File: src/rtl/color_sense_ctrl.sv
// Colour-sensor measurement controller: steps the sensor filter select through the
// enabled filters, counts sensor edges over a fixed gate and stores per-sensor results.
module color_sense_ctrl #(
    parameter int NUM_SENSORS   = 2,
    parameter int CNT_W         = 16,
    parameter int SETTLE_CYCLES = 1000,
    parameter int GATE_CYCLES   = 50000
) (
    input  logic                   clk,
    input  logic                   reset,
    input  logic [NUM_SENSORS-1:0] in_sq,
    input  logic                   start,
    input  logic                   continuous,
    input  logic [3:0]             filter_mask,
    output logic [1:0]             s_ctrl,
    output logic                   get_it,
    output logic                   busy,
    input  logic [1:0]             rd_sensor,
    input  logic [1:0]             rd_filter,
    output logic [CNT_W-1:0]       rd_data,
    output logic                   rd_ovf
);

    localparam int TMR_MAX = (SETTLE_CYCLES > GATE_CYCLES) ? SETTLE_CYCLES : GATE_CYCLES;
    localparam int TMR_W   = $clog2(TMR_MAX + 1);
    localparam logic [CNT_W-1:0] CNT_MAX = {CNT_W{1'b1}};

    typedef enum logic [2:0] {
        ST_IDLE   = 3'd0,
        ST_SETTLE = 3'd1,
        ST_GATE   = 3'd2,
        ST_STORE  = 3'd3,
        ST_DONE   = 3'd4
    } state_t;

    // Returns {found, code} for the lowest enabled filter code >= from.
    function automatic logic [2:0] first_enabled(input logic [3:0] mask, input logic [2:0] from);
        logic [2:0] res;
        res = 3'b000;
        for (int j = 3; j >= 0; j--) begin
            if (mask[j] && (3'(j) >= from)) begin
                res = {1'b1, 2'(j)};
            end
        end
        return res;
    endfunction

    state_t                   state_q, state_d;
    logic [TMR_W-1:0]         tmr_q, tmr_d;
    logic [1:0]               s_ctrl_q, s_ctrl_d;
    logic [3:0]               mask_q, mask_d;
    logic                     get_it_q, busy_q;
    logic [NUM_SENSORS-1:0]   sync1_q, sync2_q, prev_q;
    logic [NUM_SENSORS-1:0]   edge_s;
    logic [CNT_W-1:0]         cnt_q [NUM_SENSORS];
    logic [NUM_SENSORS-1:0]   cov_q;
    logic [CNT_W-1:0]         res_q [NUM_SENSORS][4];
    logic [3:0]               rovf_q [NUM_SENSORS];
    logic [CNT_W-1:0]         rd_data_q, rd_data_d;
    logic                     rd_ovf_q, rd_ovf_d;
    logic [2:0]               first_s, next_s;

    assign edge_s  = sync2_q & ~prev_q;
    assign s_ctrl  = s_ctrl_q;
    assign get_it  = get_it_q;
    assign busy    = busy_q;
    assign rd_data = rd_data_q;
    assign rd_ovf  = rd_ovf_q;

    // Sequencer next-state logic.
    always_comb begin
        state_d  = state_q;
        tmr_d    = tmr_q;
        s_ctrl_d = s_ctrl_q;
        mask_d   = mask_q;
        first_s  = first_enabled(filter_mask, 3'd0);
        next_s   = first_enabled(mask_q, {1'b0, s_ctrl_q} + 3'd1);
        case (state_q)
            ST_IDLE: begin
                if (start && first_s[2]) begin
                    state_d  = ST_SETTLE;
                    tmr_d    = '0;
                    s_ctrl_d = first_s[1:0];
                    mask_d   = filter_mask;
                end else begin
                    state_d = ST_IDLE;
                end
            end
            ST_SETTLE: begin
                if (tmr_q == TMR_W'(SETTLE_CYCLES - 1)) begin
                    state_d = ST_GATE;
                    tmr_d   = '0;
                end else begin
                    tmr_d = tmr_q + 1'b1;
                end
            end
            ST_GATE: begin
                if (tmr_q == TMR_W'(GATE_CYCLES - 1)) begin
                    state_d = ST_STORE;
                    tmr_d   = '0;
                end else begin
                    tmr_d = tmr_q + 1'b1;
                end
            end
            ST_STORE: begin
                if (next_s[2]) begin
                    state_d  = ST_SETTLE;
                    s_ctrl_d = next_s[1:0];
                end else begin
                    state_d = ST_DONE;
                end
            end
            ST_DONE: begin
                if (continuous && first_s[2]) begin
                    state_d  = ST_SETTLE;
                    s_ctrl_d = first_s[1:0];
                    mask_d   = filter_mask;
                end else begin
                    state_d = ST_IDLE;
                end
            end
            default: begin
                state_d = ST_IDLE;
            end
        endcase
    end

    // Sequencer state and registered control outputs.
    always_ff @(posedge clk) begin
        if (reset) begin
            state_q  <= ST_IDLE;
            tmr_q    <= '0;
            s_ctrl_q <= 2'b00;
            mask_q   <= 4'b0000;
            get_it_q <= 1'b0;
            busy_q   <= 1'b0;
        end else begin
            state_q  <= state_d;
            tmr_q    <= tmr_d;
            s_ctrl_q <= s_ctrl_d;
            mask_q   <= mask_d;
            get_it_q <= (state_d == ST_DONE);
            busy_q   <= (state_d != ST_IDLE);
        end
    end

    // Read mux; a same-cycle STORE to the addressed entry is forwarded.
    always_comb begin
        rd_data_d = '0;
        rd_ovf_d  = 1'b0;
        for (int s = 0; s < NUM_SENSORS; s++) begin
            if (rd_sensor == 2'(s)) begin
                if ((state_q == ST_STORE) && (rd_filter == s_ctrl_q)) begin
                    rd_data_d = cnt_q[s];
                    rd_ovf_d  = cov_q[s];
                end else begin
                    rd_data_d = res_q[s][rd_filter];
                    rd_ovf_d  = rovf_q[s][rd_filter];
                end
            end else begin
                rd_data_d = rd_data_d;
                rd_ovf_d  = rd_ovf_d;
            end
        end
    end

    // Input synchronisers, edge counters, result array and read register.
    always_ff @(posedge clk) begin
        if (reset) begin
            sync1_q   <= '0;
            sync2_q   <= '0;
            prev_q    <= '0;
            cov_q     <= '0;
            rd_data_q <= '0;
            rd_ovf_q  <= 1'b0;
            for (int s = 0; s < NUM_SENSORS; s++) begin
                cnt_q[s]  <= '0;
                rovf_q[s] <= 4'b0000;
                for (int f = 0; f < 4; f++) begin
                    res_q[s][f] <= '0;
                end
            end
        end else begin
            sync1_q   <= in_sq;
            sync2_q   <= sync1_q;
            prev_q    <= sync2_q;
            rd_data_q <= rd_data_d;
            rd_ovf_q  <= rd_ovf_d;
            for (int s = 0; s < NUM_SENSORS; s++) begin
                if (state_q == ST_SETTLE) begin
                    cnt_q[s] <= '0;
                    cov_q[s] <= 1'b0;
                end else if ((state_q == ST_GATE) && edge_s[s]) begin
                    if (cnt_q[s] == CNT_MAX) begin
                        cov_q[s] <= 1'b1;
                    end else begin
                        cnt_q[s] <= cnt_q[s] + 1'b1;
                    end
                end
                if (state_q == ST_STORE) begin
                    res_q[s][s_ctrl_q]  <= cnt_q[s];
                    rovf_q[s][s_ctrl_q] <= cov_q[s];
                end
            end
        end
    end

endmodule

File: config.mk
export PLATFORM = sky130hd
export DESIGN_NAME = color_sense_ctrl
export DESIGN_NICKNAME = d
export VERILOG_FILES = /design/src/rtl/color_sense_ctrl.sv
export SDC_FILE = /design/constraint.sdc
export NUM_CORES = 1
export LEC_CHECK = 0
export BUFFER_PORTS_ARGS = -buffer_cell sky130_fd_sc_hd__buf_4
export CAP_MARGIN = 30
export CORE_MARGIN = 2
export CORE_UTILIZATION = 51
export CTS_CLUSTER_DIAMETER = 60
export CTS_CLUSTER_SIZE = 40
export DETAILED_ROUTE_END_ITERATION = 16
export HOLD_SLACK_MARGIN = 0.06
export PLACE_DENSITY = 0.7
export RECOVER_POWER = 50
export SYNTH_ARGS = -nofsm -noshare
export SYNTH_HDL_FRONTEND = slang
export SYNTH_SLANG_ARGS = --single-unit
File: constraint.sdc
create_clock -name clk -period 2.6 [get_ports clk]
set_input_delay 0.52 -clock clk [delete_from_list [all_inputs] [get_ports clk]]
set_output_delay 0.52 -clock clk [all_outputs]
set_load 0.01 [all_outputs]
==> flow_metrics.env <==
export IMPL_status="finished clean"
export IMPL_routed_wl_um=21900
export IMPL_start_util=0.5203
export IMPL_num_rows=51
export IMPL_yosys_register_bits=219
export IMPL_rsz0062_at_grt="false"
export IMPL_cts_htree_levels=1
export IMPL_crit_slowest_cell="nor3_1"
export IMPL_die_y_um=144.9
export IMPL_leakage_nw=4.031
export IMPL_p_sw_frac=0.2371
export IMPL_period_needed_ns=2.362
export IMPL_io_pins=35
export IMPL_setup_viol=0
export IMPL_grt_max_degree=37
export IMPL_insertion_delay_ns=0.50
export IMPL_cts_buffers=17
export IMPL_comb_power_share=0.070
export IMPL_finClkSkew_ns=0.02003
export IMPL_cp_required_ns=2.94
export IMPL_internal_power_w=0.005513
export IMPL_slowest_delay_ns=0.57
export IMPL_path_cells="nand3b_1 > nor3_1 > clkbuf_2 > mux2i_1 > o22a_1 > nor2_1"
export IMPL_cts_hold_buf=0
export IMPL_powerDensity_mw_per_mm2=641.4
export IMPL_final_common_cell="edfxtp_1"
export IMPL_timing_slew_headroom=0.3128
export IMPL_yosys_top_cells_area="edfxtp_1 (50%), dfxtp_1 (10%), mux4_2 (9.6%), and2_1 (5.9%), and3_1 (2.6%)"
export IMPL_yosys_area_top_type="edfxtp_1"
export IMPL_gr_total_overflow=0
export IMPL_routedWlPerCell_um=20.43
export IMPL_ant_nets=0
export IMPL_die_x_um=144.9
export IMPL_cts_sinks=219
export IMPL_grt_pass1_wl_um=35560
export IMPL_cts_max_path_buffers=3
export IMPL_final_hold_violation_count=0
export IMPL_crit_arrival_ns=2.70
export IMPL_cp_num_buf_inv=1
export IMPL_io_buffers=34
export IMPL_crit_fanout=9
export IMPL_post_dp_hpwl_um=14270
export IMPL_diodes=0
export IMPL_path_clk_slew_ns=0.08
export IMPL_drive_gt1_frac=0.1722
export IMPL_hold_class="in2reg"
export IMPL_register_area_mm2=0.006066
export IMPL_synth_edf_count=168
export IMPL_fmax_mhz=423.3
export IMPL_synthDominantCellAreaShare=0.4981
export IMPL_syn_area_mm2=0.01013
export IMPL_grt_pass1_vias=6549
export IMPL_synthToLayoutAreaGrowth_pct=11.26
export IMPL_vias_per_cell=5.809
export IMPL_cts_tree="yes"
export IMPL_power_frac_clock=0.377
export IMPL_cts_repair_resized=0
export IMPL_timing_final_crit_share=0.9086
export IMPL_power_frac_seq=0.553
export IMPL_synthArstFlopShare=0
export IMPL_synth_flop_cell="edfxtp_1"
export IMPL_nFillCells=1567
export IMPL_worstMarginPinSlew_ns=1.031
export IMPL_vias=6227
export IMPL_end_kind="register"
export IMPL_post_synth_cell_area_avg_um2=13.26
export IMPL_whs_ns=0.2254
export IMPL_ir_drop_uv=384.1
export IMPL_worstSetupPathType="reg2reg"
export IMPL_antenna_found_initial=0
export IMPL_syn_nets=781
export IMPL_core_area_mm2=0.01946
export IMPL_final_cell_mix="edfxtp_1 (168), and2_1 (70), nor2_1 (69)"
export IMPL_first_iter_violations=447
export IMPL_fin_nets=813
export IMPL_slew_viol_final=0
export IMPL_p_sw_w=0.001713
export IMPL_die_area_mm2=0.02100
export IMPL_multiInputGateArea_mm2=0.003785
export IMPL_drv_cap=0
export IMPL_synth_cell_types=56
export IMPL_cts_setup_buffers=0
export IMPL_final_setup_tns_ns=0
export IMPL_grt_use_total=0.2128
export IMPL_seq_area_frac_synth=0.5990
export IMPL_syn_inst=764
export IMPL_worst_slack_ns=0.2377
export IMPL_drtPass1Iterations=5
export IMPL_dpl_worst_slack_ns=0.3496
export IMPL_gp_congestion=0.8347
export IMPL_ys_warn_count=0
export IMPL_root_buffer="clkbuf_16"
export IMPL_cp_top_family="simple AND/OR/NAND/NOR gates"
export IMPL_route_detailed_drc=0
export IMPL_critPathLaunchType="register"
cells in the mapped netlist (8+ instances only):
master    number
nand2_1       24
nor2b_1        9
nand3_1       22
clkbuf_1      40
dfxtp_1       51
nand4_1       12
or2_2         12
mux4_2        43
nor3b_1       12
mux2i_1       21
and3_1        42
edfxtp_1     168
and2_1        96
nor2_1        70
xnor2_1       14
xor2_1        26
o22a_1         8
buf_2         10
flip-flops by register name, indices dropped and copies added, names as in the netlist:
signal and count:
busy 1, sync1_q 2, tmr_q 16, rovf_q 8
rd_data 16, cnt_q 32, res_q 128, s_ctrl 2
get_it 1, sync2_q 2, rd_ovf 1, state_q 3
cov_q 2, prev_q 2, mask_q 3
routing by layer:
layer | vias to the layer above | routed length, um | track usage
met3 | 44 | 1053 | 0.03050
met5 | - | 0 | 0
met1 | 3150 | 9108 | 0.2747
met4 | 0 | 638 | 0.06931
met2 | 168 | 11100 | 0.3719
li1 | 2865 | - | -
cell families after synthesis:
kind of cell,after synthesis,share of synthesized area
flops,219,0.5990
simple gates,334,0.1890
mux,65,0.1175
buf+inv,63,0.02644
compound gates,40,0.02978
fa+ha+maj,3,0.003707
xor+xnor,40,0.03459
metrics by stage:
step	power [W]	util	instances	instance area, um^2
final	0.007226	0.5789	1072	11270
after global routing	0.007483	0.5789	1072	11270
after global placement	0.004579	0.5560	1042	10820
after CTS	0.007311	0.5859	1072	11400
after floorplan	0.004369	-	764	10130
after detailed placement	0.004597	0.5560	1042	10820
path summary, 6_finish.rpt:
check / startpoint / to / slack [ns] / cells after the start
worst max-delay path: state_q[2] / rd_data[14] / 0.24 / 6
worst min-delay path: in_sq[1] / sync1_q[1] / 0.23 / 2
worst max register to register: state_q[2] / rd_data[14] / 0.24 / 6
worst min register to register: sync2_q[0] / prev_q[0] / 0.46 / 1
power by group through the flow:
| stage | sequential (W) | combinational [W] | clock (W) |
|---|---|---|---|
| after CTS | 0.00399 | 0.000529 | 0.00279 |
| after global routing | 0.00401 | 0.000548 | 0.00292 |
| after floorplan | 0.00402 | 0.000350 | 0 |
| final | 0.00399 | 0.000506 | 0.00273 |
| after global placement | 0.00406 | 0.000518 | 0 |
| after detailed placement | 0.00407 | 0.000527 | 0 |
cell type report:
cell class / instances / share of cell area
Inverter: 7 / 0.002332
Clock buffer: 19 / 0.03931
Tap cell: 265 / 0.02943
Sequential cell: 219 / 0.5384
Timing Repair Buffer: 69 / 0.04220
Clock inverter: 11 / 0.01244
Multi-Input combinational cell: 482 / 0.3359
(Power assumes the default switching activity.)
